==> config.mk <==
export PLATFORM = sky130hd
export DESIGN_NAME = pipelined_adder
export DESIGN_NICKNAME = d
export VERILOG_FILES = /design/src/rtl/pipelined_adder.sv
export SDC_FILE = /design/constraint.sdc
export NUM_CORES = 1
export LEC_CHECK = 0
export BUFFER_PORTS_ARGS = -buffer_cell sky130_fd_sc_hd__buf_2
export CORE_MARGIN = 5
export CORE_UTILIZATION = 33
export DETAILED_ROUTE_END_ITERATION = 8
export SYNTH_ARGS = -nofsm -noshare
export SYNTH_HDL_FRONTEND = slang
export SYNTH_SLANG_ARGS = --single-unit
==> constraint.sdc <==
create_clock -name clk -period 2.1 [get_ports clk]
set_input_delay 0.105 -clock clk [delete_from_list [all_inputs] [get_ports clk]]
set_output_delay 0.105 -clock clk [all_outputs]
set_load 0.03 [all_outputs]
==> src/rtl/pipelined_adder.sv <==
// Purpose: WIDTH-bit adder (a + b + c_in) split into STAGES ripple chunks, with one chunk per pipeline stage.
// Latency: STAGES cycles from input transfer to out_valid; one result per cycle while out_ready is high.
// Backpressure: valid/ready; empty stages keep accepting (bubbles collapse); in_ready drops only when every stage is full and stalled.
//
// Ports:
//   clk, rst_n            rising-edge clock, asynchronous active-low reset
//   in_valid / in_ready   operand handshake for a, b, c_in
//   out_valid / out_ready result handshake for sum, carry (and ovf)
//   sum, carry            (a + b + c_in) mod 2^WIDTH and carry-out of bit WIDTH-1
//   ovf                   signed overflow; present only when ADDER_OVF_EN is defined
// WIDTH must be a multiple of STAGES.
module pipelined_adder #(
    parameter int WIDTH  = 16,
    parameter int STAGES = 4
) (
    input  logic             clk,
    input  logic             rst_n,
    input  logic             in_valid,
    output logic             in_ready,
    input  logic [WIDTH-1:0] a,
    input  logic [WIDTH-1:0] b,
    input  logic             c_in,
    output logic             out_valid,
    input  logic             out_ready,
    output logic [WIDTH-1:0] sum,
    output logic             carry
`ifdef ADDER_OVF_EN
    ,
    output logic             ovf
`endif
);

    localparam int CW = WIDTH / STAGES;

    // Per-stage state: valid, carry out of this stage's chunk, the sum bits
    // produced so far, and the operands travelling alongside for later chunks.
    logic [STAGES-1:0] v_q;
    logic [STAGES-1:0] c_q;
    logic [WIDTH-1:0]  s_q [STAGES];
    logic [WIDTH-1:0]  a_q [STAGES];
    logic [WIDTH-1:0]  b_q [STAGES];

    logic [STAGES-1:0] adv;
    logic [STAGES-1:0] nxt_v;
    logic [STAGES-1:0] nxt_c;
    logic [WIDTH-1:0]  nxt_s [STAGES];
    logic [WIDTH-1:0]  nxt_a [STAGES];
    logic [WIDTH-1:0]  nxt_b [STAGES];

`ifdef ADDER_OVF_EN
    logic ovf_nxt;
    logic ovf_q;
`endif

    // A stage is blocked only if it and every stage downstream of it hold
    // data while the sink refuses. Scanning from the output end with a
    // running "all full and stalled" term avoids a self-referencing chain.
    always_comb begin : advance
        logic blocked;
        blocked = !out_ready;
        adv     = '0;
        for (int k = STAGES - 1; k >= 0; k--) begin
            blocked = blocked && v_q[k];
            adv[k]  = !blocked;
        end
    end

    assign in_ready = adv[0];

    // What each stage would load this cycle: its upstream operands plus the
    // chunk k sum, placed above the sum bits already produced upstream.
    always_comb begin : chunk_add
        int               p;
        logic [WIDTH-1:0] op_a;
        logic [WIDTH-1:0] op_b;
        logic [WIDTH-1:0] base;
        logic             cin;
        logic [CW:0]      t;
        nxt_v = '0;
        nxt_c = '0;
`ifdef ADDER_OVF_EN
        ovf_nxt = 1'b0;
`endif
        for (int k = 0; k < STAGES; k++) begin
            p = (k == 0) ? 0 : k - 1;
            if (k == 0) begin
                op_a     = a;
                op_b     = b;
                cin      = c_in;
                base     = '0;
                nxt_v[k] = in_valid && adv[0];
            end else begin
                op_a     = a_q[p];
                op_b     = b_q[p];
                cin      = c_q[p];
                base     = s_q[p];
                nxt_v[k] = v_q[p];
            end
            t = {1'b0, op_a[k*CW +: CW]} + {1'b0, op_b[k*CW +: CW]} + {{CW{1'b0}}, cin};
            nxt_s[k]              = base;
            nxt_s[k][k*CW +: CW]  = t[CW-1:0];
            nxt_c[k]              = t[CW];
            nxt_a[k]              = op_a;
            nxt_b[k]              = op_b;
`ifdef ADDER_OVF_EN
            // Final stage sees the complete sum, so the sign test lives here.
            if (k == STAGES - 1) begin
                ovf_nxt = (op_a[WIDTH-1] == op_b[WIDTH-1]) &&
                          (nxt_s[k][WIDTH-1] != op_a[WIDTH-1]);
            end
`endif
        end
    end

    always_ff @(posedge clk or negedge rst_n) begin
        if (!rst_n) begin
            v_q <= '0;
            c_q <= '0;
            for (int k = 0; k < STAGES; k++) begin
                s_q[k] <= '0;
                a_q[k] <= '0;
                b_q[k] <= '0;
            end
        end else begin
            for (int k = 0; k < STAGES; k++) begin
                if (adv[k]) begin
                    v_q[k] <= nxt_v[k];
                    c_q[k] <= nxt_c[k];
                    s_q[k] <= nxt_s[k];
                    a_q[k] <= nxt_a[k];
                    b_q[k] <= nxt_b[k];
                end
            end
        end
    end

`ifdef ADDER_OVF_EN
    always_ff @(posedge clk or negedge rst_n) begin
        if (!rst_n) begin
            ovf_q <= 1'b0;
        end else if (adv[STAGES-1]) begin
            ovf_q <= ovf_nxt;
        end
    end

    assign ovf = ovf_q;
`endif

    assign out_valid = v_q[STAGES-1];
    assign sum       = s_q[STAGES-1];
    assign carry     = c_q[STAGES-1];

endmodule

**After elaboration in Yosys (flattened, before gate mapping)**

Index checks and enable logic that the tools add are counted.

- Bits in registers: 144
- Input bits: 37
- Output and inout bits: 19
- Logic and storage cells: 33

- Add/sub/neg operators: 8
- Reductions and logical operators: 7

Operator list:

| cell | count |
|---|---|
| adder 4 x 4 -> 5 bit | 4 |
| adder 5 x 1 -> 5 bit | 4 |
| logical AND 1 bit | 5 |
| logical NOT 1 bit | 2 |

**Depth between registers and ports, before layout**

Gate-level depths: netlist (run 1).

- Depth in word-level cells: 7
- Depth in mapped cells: 6
- Gate-level depth less buffers: 6

**Least setup slack after synthesis (run 1)**

Ideal clock, no wire load.

- Kind: flip-flop to flip-flop
- From: register c_q[2]
- To: register c_q[3]
- Library setup time: 0.128 ns
- Arrival: 1.598 ns
- Required time: 1.972 ns
- Setup slack: 0.374 ns
- Stages on the path, launching flop included: 6
- Buffers on the path: 0
- Clock period less this slack: 1.726 ns
- Cell sequence: dfrtp_1 fa_1 fa_1 a21o_1 a21oi_1 a21oi_1

- Longest elaborated chain between the ends: 1

RTL lines:

| what | RTL line | text |
|---|---|---|
| from (decl) | 38 | `logic [STAGES-1:0] c_q;` |
| from (signal, indexed assignment) | 128 | `c_q[k] <= nxt_c[k];` |
| adder 5 x 1 -> 5 bit | 99 | `t = {1'b0, op_a[k*CW +: CW]} + {1'b0, op_b[k*CW +: CW]} + {{CW{1'b0}}, cin};` |

Every way passes these cells.
A chain may end at the register's enable or synchronous reset.

**Worst setup path after layout (run 1)**

Same ends and word-level chain as after synthesis.

==> results.json, run 1 <==
{
  "row_count": 41,
  "utilization": 0.417,
  "hp-class": "input pin to flop",
  "vias_per_cell": 4.45,
  "p_sw_frac": 0.305,
  "p_clk_frac": 0.284,
  "start_util": 0.336,
  "drc_errors": 0,
  "power_leakage_nw": 2.54,
  "endpoint_kind": "flop",
  "root_buffer": "clkbuf_16",
  "synth_area_per_cell_um2": 12.8,
  "rsz0062_at_grt": "no",
  "die_h_um": 123,
  "ys_types": 35,
  "setup_violations": 0,
  "drive_gt1_frac": 0.330,
  "syn2layout_area_growth_pct": 24.1,
  "die_area_um2": 15200,
  "period_needed_ns": 1.82,
  "grt_max_degree": 45,
  "fp.dieW_um": 123,
  "coreArea_um2": 12600,
  "postCtsSetupBuffers": 0,
  "vias": 2615,
  "path_class": "flop to flop",
  "tightest_slew_ns": 0.681,
  "ir_worst_vdd_mv": 0.414,
  "yosys_warnings": 0,
  "maxCapViolations": 0,
  "synth_area_um2": 4220,
  "p_int_w": 0.00414,
  "clk_path_buf_depth": 2,
  "clock.fmax_mhz": 550,
  "grt_overflow": 0,
  "numCtsBuffers": 9,
  "n_antenna_cell": 0,
  "synthCells": 330,
  "final_nets": 469,
  "wirelength_um": 7760,
  "clock_sinks": 96,
  "syn_nets": 387,
  "async_flop_share": 1.00,
  "worstPathArrival_ns": 2.04,
  "period_share": 0.865,
  "dpl_cell_area_um2": 4730,
  "drt-initial-drc-count": 114,
  "layout.cells.non_filler": 587,
  "grt_pass1_wl_um": 13300,
  "dp_cells": 553,
  "gp_congestion": 0.798,
  "netlist_top_cells_area": "dfrtp_1, mux2_4, mux2_2",
  "n_fill_cell": 1195,
  "slew_violations": 0,
  "synth_flop_cell": "dfrtp_1",
  "required_ns": 2.32,
  "clk_latency_ns": 0.34,
  "grt_pass1_vias": 2754,
  "postCtsResizedCells": 0,
  "skew_ns": 0.00660,
  "yosysTopAreaCell": "dfrtp_1",
  "drtAntennaViolNets": 0,
  "p_comb_frac": 0.275,
  "cts_tree": "built",
  "synth_top_area_share": 0.569,
  "powerDensity_nw_per_um2": 1140,
  "gr-usage-all-layers": 0.112,
  "critPathMaxFanout": 2,
  "drtPass1Iterations": 4,
  "sequentialPowerShare": 0.441,
  "setup.worst_path.start_class": "flop",
  "dp_hpwl_um": 5840,
  "finalInstanceArea_um2": 5240,
  "tns_ns": 0,
  "portBuffers": 55,
  "hold_viol": 0,
  "antenna_found_initial": 0,
  "ioPinCount": 56,
  "cts.clk_slew.worst_paths_ns": 0.06,
  "h-tree-depth": 3,
  "wl_per_cell_um": 13.2,
  "yosysSeqAreaShare": 0.569,
  "max_slew_margin": 0.546,
  "status": "finished clean",
  "ys_ff_latch": 96,
  "synth_edf_count": 0,
  "total_power_w": 0.00596,
  "switching_power_w": 0.00181
}
-- layout by cell type (no fill, tap or decap), types with 9 or more instances in the layout --
| cell | Yosys | final |
|---|---|---|
| clkbuf_16 | 0 | 9 |
| dlygate4sd3_1 | 0 | 20 |
| nand2_1 | 61 | 61 |
| ha_1 | 12 | 12 |
| nor2_1 | 11 | 11 |
| mux2_2 | 31 | 31 |
| a21oi_1 | 12 | 12 |
| buf_2 | 6 | 54 |
| inv_1 | 15 | 15 |
| mux2_4 | 26 | 26 |
| dfrtp_1 | 96 | 96 |
-- registers in the layout, indices dropped and copies added (netlist names) --
register	flops
chunk_add.base	12
a_q	20
c_q	4
sum	16
v_q	4
chunk_add.op_a	4
nxt_s	12
b_q	20
chunk_add.op_b	4
-- layout make-up --
cell class,instances,area [µm²],area share
inverters,15,56.3,0.0108
clock inverters,4,70.1,0.0134
well taps,172,215,0.0411
multi-input cells,206,1680,0.322
repair buffers,84,571,0.109
flip-flops and latches,96,2400,0.459
clock buffers,10,239,0.0456
-- synthesized netlist by cell type (3+ instances only) --
| master | number |
|---|---|
| nor2_1 | 11 |
| mux2_2 | 31 |
| dfrtp_1 | 96 |
| o21ai_0 | 7 |
| mux2_4 | 26 |
| nand2_1 | 61 |
| buf_2 | 6 |
| nand2b_1 | 4 |
| a21oi_1 | 12 |
| nand3_1 | 3 |
| fa_1 | 8 |
| buf_6 | 3 |
| ha_1 | 12 |
| inv_1 | 15 |
| nor2b_1 | 5 |
| clkbuf_1 | 4 |
| nor3_1 | 3 |
-- critical path, cell delays in order (launching register included) --
cell and delay, ns:
dfrtp_1 0.40, fa_1 0.47, fa_1 0.43, a21o_1 0.20, a21oi_1 0.14, a21oi_1 0.08
-- stage by stage --
| stage | setup slack, ns | hold WS [ns] |
|---|---|---|
| CTS | 0.282 | 0.000989 |
| global placement | 0.311 | 0.0956 |
| floorplan | 0.374 | -0.191 |
| detailed placement | 0.298 | 0.100 |
| global route | 0.179 | 0.00205 |
| finish | 0.283 | 0.00922 |
-- cells by family after synthesis --
logic type	share of synthesized area
AOI/OAI and AO/OA	0.0406
adders and majority gates	0.0735
xor gates and xnor gates	0.00830
and+or+nand+nor	0.0990
DFF	0.569
buffers and inverters	0.0320
muxes	0.178
-- per-layer routing --
layer	global-route usage	vias to the layer above	routed length, µm
li1	-	1268	-
met1	0.153	1290	3830
met2	0.170	47	3490
met3	0.0242	10	281
met4	0.0519	0	159
met5	0	-	0
-- what timing repair did --
item	CTS	global route
hold buffers	20	0
endpoints found under the hold margin	55	0
setup endpoints to repair	0	0
-- power by group through the flow --
stage	Clock [W]	Sequential (W)	Combinational [W]
floorplan	0	0.00291	0.000863
global placement	0	0.00266	0.00160
detailed placement	0	0.00268	0.00164
CTS	0.00174	0.00264	0.00167
global route	0.00180	0.00270	0.00183
finish	0.00169	0.00263	0.00164
-- final timing paths --
kind                            startpoint       to  slack (ns)  depth (start not counted)
worst max-delay path                c_q[2]   c_q[3]        0.28                          5
worst min register to register     a_q[47]  a_q[47]        0.46                          2
worst min-delay path                 a[10]  a_q[58]       0.009                          2
worst max register to register      c_q[2]   c_q[3]        0.28                          5
min in group asynchronous            rst_n  b_q[58]        0.27                          2
max in group asynchronous            rst_n  a_q[61]        1.22                          3
Power figures use the tool's default switching activity.
==> run 2, diff against run 1 <==
--- a/config.mk
+++ b/config.mk
@@ -7,8 +7,9 @@
 export LEC_CHECK = 0
 export BUFFER_PORTS_ARGS = -buffer_cell sky130_fd_sc_hd__buf_2
 export CORE_MARGIN = 5
-export CORE_UTILIZATION = 33
+export CORE_UTILIZATION = 50
 export DETAILED_ROUTE_END_ITERATION = 8
+export PLACE_DENSITY = 0.71
 export SYNTH_ARGS = -nofsm -noshare
 export SYNTH_HDL_FRONTEND = slang
 export SYNTH_SLANG_ARGS = --single-unit
==> run 2 against run 1 <==
Total power shrank 9.8%. Sequential share of layout area grew 1.5 points. Fmax shrank 2.1%. Global-route usage grew 5.6 points. Clock power shrank 36%. Die area shrank 32%. Non-clock buffer count grew 3. Clock skew grew 0.0062 ns. Combinational power is essentially flat. Routed wire length shrank 0.22%. Sequential cell count is the same.
==> results.json, run 2 (synthesis results as in run 1) <==
{
  "gp_congestion": 0.789,
  "drtAntennaViolNets": 0,
  "endpoint_kind": "flop",
  "postCtsSetupBuffers": 0,
  "total_power_w": 0.00537,
  "grt_overflow": 0,
  "die_h_um": 102,
  "dp_hpwl_um": 5570,
  "root_buffer": "clkbuf_8",
  "required_ns": 2.31,
  "vias_per_cell": 5.02,
  "clk_path_buf_depth": 2,
  "row_count": 33,
  "cts_tree": "built",
  "drc_errors": 0,
  "max_slew_margin": 0.491,
  "postCtsResizedCells": 0,
  "drtPass1Iterations": 4,
  "portBuffers": 55,
  "hold_viol": 0,
  "cts-hold-fix-buffers": 26,
  "syn2layout_area_growth_pct": 20.2,
  "ioPinCount": 56,
  "setup.worst_path.start_class": "flop",
  "clk_latency_ns": 0.36,
  "critPathMaxFanout": 2,
  "fin_ws_ns": 0.245,
  "dpl_cell_area_um2": 4630,
  "grt_pass1_vias": 2861,
  "antenna_found_initial": 0,
  "worstPathArrival_ns": 2.07,
  "fp.dieW_um": 102,
  "tns_ns": 0,
  "vias": 2635,
  "rsz0062_at_grt": "no",
  "layout_common_cells": "dfrtp_1, nand2_1, buf_2",
  "period_needed_ns": 1.85,
  "n_antenna_cell": 0,
  "numCtsBuffers": 9,
  "slew_violations": 0,
  "setup_violations": 0,
  "h-tree-depth": 3,
  "layout.cells.non_filler": 525,
  "final_common_cell": "dfrtp_1",
  "maxCapViolations": 0,
  "drive_gt1_frac": 0.324,
  "wl_per_cell_um": 14.7,
  "coreArea_um2": 8220,
  "grt_pass1_wl_um": 13600,
  "grt_max_degree": 43,
  "clock_sinks": 96,
  "cts.clk_slew.worst_paths_ns": 0.09,
  "die_area_um2": 10400,
  "drt-initial-drc-count": 75,
  "powerDensity_nw_per_um2": 1060,
  "finalInstanceArea_um2": 5080,
  "wirelength_um": 7740,
  "clock.fmax_mhz": 539,
  "final_nets": 472,
  "skew_ns": 0.0128,
  "status": "finished clean",
  "path_class": "flop to flop",
  "dp_cells": 483,
  "ir_worst_vdd_mv": 0.454,
  "period_share": 0.883,
  "hp-class": "input pin to flop",
  "power_leakage_nw": 2.48,
  "n_fill_cell": 651,
  "tightest_slew_ns": 0.764,
  "start_util": 0.514,
  "post-place-ws_ns": 0.259,
  "gr-usage-all-layers": 0.167
}
-- run 2: cell types whose count changed in the layout (fill, tap and decap cells not counted), moves of 2 or more --
cell,delta
clkinv_4,+3
bufinv_16,-2
buf_4,-4
clkinv_2,-2
clkinvlp_4,+3
clkbuf_16,-9
dlygate4sd3_1,+6
clkbuf_8,+8
-- run 2: metrics by stage --
step | utilization | hold slack (ns)
6_report | 0.618 | 0.129
5_1_grt | 0.618 | 0.145
4_1_cts | 0.618 | 0.120
3_5_place_dp | 0.564 | 0.124
3_3_place_gp | 0.564 | 0.116
2_1_floorplan | - | -0.191
-- run 2: report_power, final --
| part | switching [W] | total (W) | internal, W |
|---|---|---|---|
| clock network | 0.000647 | 0.00109 | 0.000440 |
| logic | 0.000899 | 0.00165 | 0.000749 |
| registers | 0.000297 | 0.00263 | 0.00234 |
| total | 0.00184 | 0.00537 | 0.00353 |
-- run 2: per-layer routing --
| layer | global-route usage | share of wire | vias to the layer above |
|---|---|---|---|
| met4 | 0.0474 | 0.0093 | 0 |
| met5 | 0 | 0 | - |
| met3 | 0.0396 | 0.046 | 5 |
| met1 | 0.228 | 0.46 | 1291 |
| li1 | - | - | 1285 |
| met2 | 0.272 | 0.49 | 54 |
-- run 2: cell type report --
class / count / area [µm²] / share of cell area
flip-flops and latches: 96 / 2400 / 0.473
multi-input cells: 206 / 1680 / 0.332
repair buffers: 87 / 621 / 0.122
well taps: 105 / 131 / 0.0259
clock buffers: 9 / 124 / 0.0244
clock inverters: 7 / 57.6 / 0.0113
inverters: 15 / 56.3 / 0.0111
-- run 2: worst paths after layout --
check / start / to / slack [ns] / depth (start not counted)
worst max-delay path: c_q[2] / c_q[3] / 0.25 / 5
worst min-delay path: b[3] / c_q[0] / 0.13 / 4
worst max register to register: c_q[2] / c_q[3] / 0.25 / 5
worst min register to register: a_q[45] / a_q[45] / 0.47 / 2
max in group asynchronous: rst_n / a_q[61] / 1.17 / 3
min in group asynchronous: rst_n / nxt_s[32] / 0.29 / 2
-- run 2: critical path: stages, from the launching register on --
cell and delay (ns):
dfrtp_1 0.41, fa_1 0.47, fa_1 0.41, a21o_1 0.20, a21oi_1 0.15, a21oi_1 0.08
==> run 3, diff against run 2 <==
--- a/config.mk
+++ b/config.mk
@@ -9,7 +9,7 @@
 export CORE_MARGIN = 5
 export CORE_UTILIZATION = 50
 export DETAILED_ROUTE_END_ITERATION = 8
-export PLACE_DENSITY = 0.71
+export PLACE_DENSITY = 0.73
 export SYNTH_ARGS = -nofsm -noshare
 export SYNTH_HDL_FRONTEND = slang
 export SYNTH_SLANG_ARGS = --single-unit
==> run 3 against run 2 <==
Sequential power barely moved. Critical path depth did not move. Cell area rose by 1.5%. Cell count fell by 0.19%. Total power rose by 8.5%. First-iteration DRC count rose by 55%. Non-clock buffer count fell by 1. Critical path type unchanged. Largest cell class unchanged. Largest power group unchanged. Highest routed layer unchanged.
==> results.json, run 3 (synthesis results as in run 1) <==
{
  "status": "finished clean",
  "gp_congestion": 0.792,
  "dp_hpwl_um": 5340,
  "required_ns": 2.31,
  "clk_latency_ns": 0.36,
  "die_area_um2": 10400,
  "grt_pass1_vias": 2838,
  "numCtsBuffers": 9,
  "clock_sinks": 96,
  "die_h_um": 102,
  "period_needed_ns": 1.86,
  "h-tree-depth": 3,
  "vias_per_cell": 5.06,
  "n_antenna_cell": 0,
  "start_util": 0.514,
  "reg2reg_slack_ns": 0.24,
  "gr-usage-all-layers": 0.169,
  "portBuffers": 55,
  "timing.rr.end": "c_q[3]",
  "dp_cells": 482,
  "antenna_found_initial": 0,
  "clk_path_buf_depth": 2,
  "period_share": 0.884,
  "finalInstanceArea_um2": 5150,
  "cts_tree": "built",
  "tightest_slew_ns": 0.801,
  "holdWs_ns": 0.148,
  "path_class": "flop to flop",
  "layout.cells.non_filler": 524,
  "holdCritStartpoint": "c_in",
  "skew_ns": 0.00694,
  "root_buffer": "clkbuf_8",
  "drt-initial-drc-count": 116,
  "vias": 2651,
  "grt_max_degree": 70,
  "n_fill_cell": 629,
  "wirelength_um": 7680,
  "dpl_cell_area_um2": 4630,
  "final_common_cell": "dfrtp_1",
  "cpPeakStageDelay_ns": 0.48,
  "hold_path_end": "nxt_s[32]",
  "final_nets": 471,
  "hold_depth": 3,
  "drive_gt1_frac": 0.322,
  "rsz0062_at_grt": "no",
  "path_cells": "fa_1, fa_1, a21o_1, a21oi_1, a21oi_1",
  "hp-class": "input pin to flop",
  "max_slew_margin": 0.466,
  "layout_common_cells": "dfrtp_1, nand2_1, buf_2",
  "setup.worst_path.start_class": "flop",
  "worstPathArrival_ns": 2.07,
  "critPathMaxFanout": 2,
  "wl_per_cell_um": 14.7,
  "hold_viol": 0,
  "crit_start": "c_q[2]",
  "fp.dieW_um": 102,
  "row_count": 33,
  "ir_worst_vdd_mv": 0.476,
  "endpoint_kind": "flop",
  "utilization": 0.627,
  "ioPinCount": 56,
  "drc_errors": 0,
  "drtAntennaViolNets": 0,
  "grt_pass1_wl_um": 13700,
  "tns_ns": 0,
  "syn2layout_area_growth_pct": 22.1,
  "r2r.worst_path.cells": 5,
  "grt_overflow": 0,
  "drtPass1Iterations": 4,
  "cts.clk_slew.worst_paths_ns": 0.09,
  "reg2reg_from": "c_q[2]",
  "slew_violations": 0,
  "clock.fmax_mhz": 539,
  "power_leakage_nw": 2.53,
  "powerDensity_nw_per_um2": 1130,
  "maxCapViolations": 0,
  "coreArea_um2": 8220,
  "cpMaxStageDelayCell": "fa_1",
  "setup_violations": 0
}
## run 3: cell types whose count changed in the layout (fill, tap and decap cells not counted)
cell and change:
bufinv_16 +4, clkinvlp_4 -3, clkinv_4 -2, buf_4 -1, clkinv_2 +1
## run 3: final cells by class
type	count	area (µm²)	share of cell area
Clock buffer	9	124	0.0240
Clock inverter	7	143	0.0277
Inverter	15	56.3	0.0109
Multi-Input combinational cell	206	1680	0.327
Sequential cell	96	2400	0.466
Tap cell	105	131	0.0255
Timing Repair Buffer	86	613	0.119
## run 3: repair_timing
action	in CTS	in global routing
resized for setup	0	0
endpoints found under the hold margin	52	0
setup buffers	0	0
hold buffers	26	0
## run 3: worst max-delay path by stage
stage	end	cells after the start	slack [ns]
after floorplan	c_q[3]	5	0.37
after global placement	c_q[3]	5	0.29
after detailed placement	c_q[3]	5	0.25
after CTS	c_q[3]	5	0.24
after global routing	c_q[3]	5	0.17
final	c_q[3]	5	0.24
## run 3: power breakdown
group / leakage, nW / switching (W) / total [W] / internal [W]
clock network: 0.134 / 0.000637 / 0.00155 / 0.000915
registers: 1.12 / 0.000288 / 0.00263 / 0.00234
logic: 1.28 / 0.000898 / 0.00165 / 0.000748
## run 3: per-layer routing
layer	wire length (µm)	share of wire	global-route usage
met1	3700	0.48	0.241
met2	3440	0.45	0.256
met3	372	0.048	0.0341
met4	165	0.021	0.0656
met5	0	0	0
## run 3: through the flow
| step | total power (W) | setup slack, ns |
|---|---|---|
| 2_1_floorplan | 0.00377 | 0.374 |
| 6_report | 0.00582 | 0.245 |
| 5_1_grt | 0.00618 | 0.167 |
| 3_3_place_gp | 0.00422 | 0.291 |
| 3_5_place_dp | 0.00430 | 0.249 |
| 4_1_cts | 0.00588 | 0.237 |
## run 3: worst max-delay path: cells and delay by family (launching register included)
kind | cells | cell delay, ns
compound gates | 3 | 0.41
fa+ha+maj | 2 | 0.90
flops | 1 | 0.41
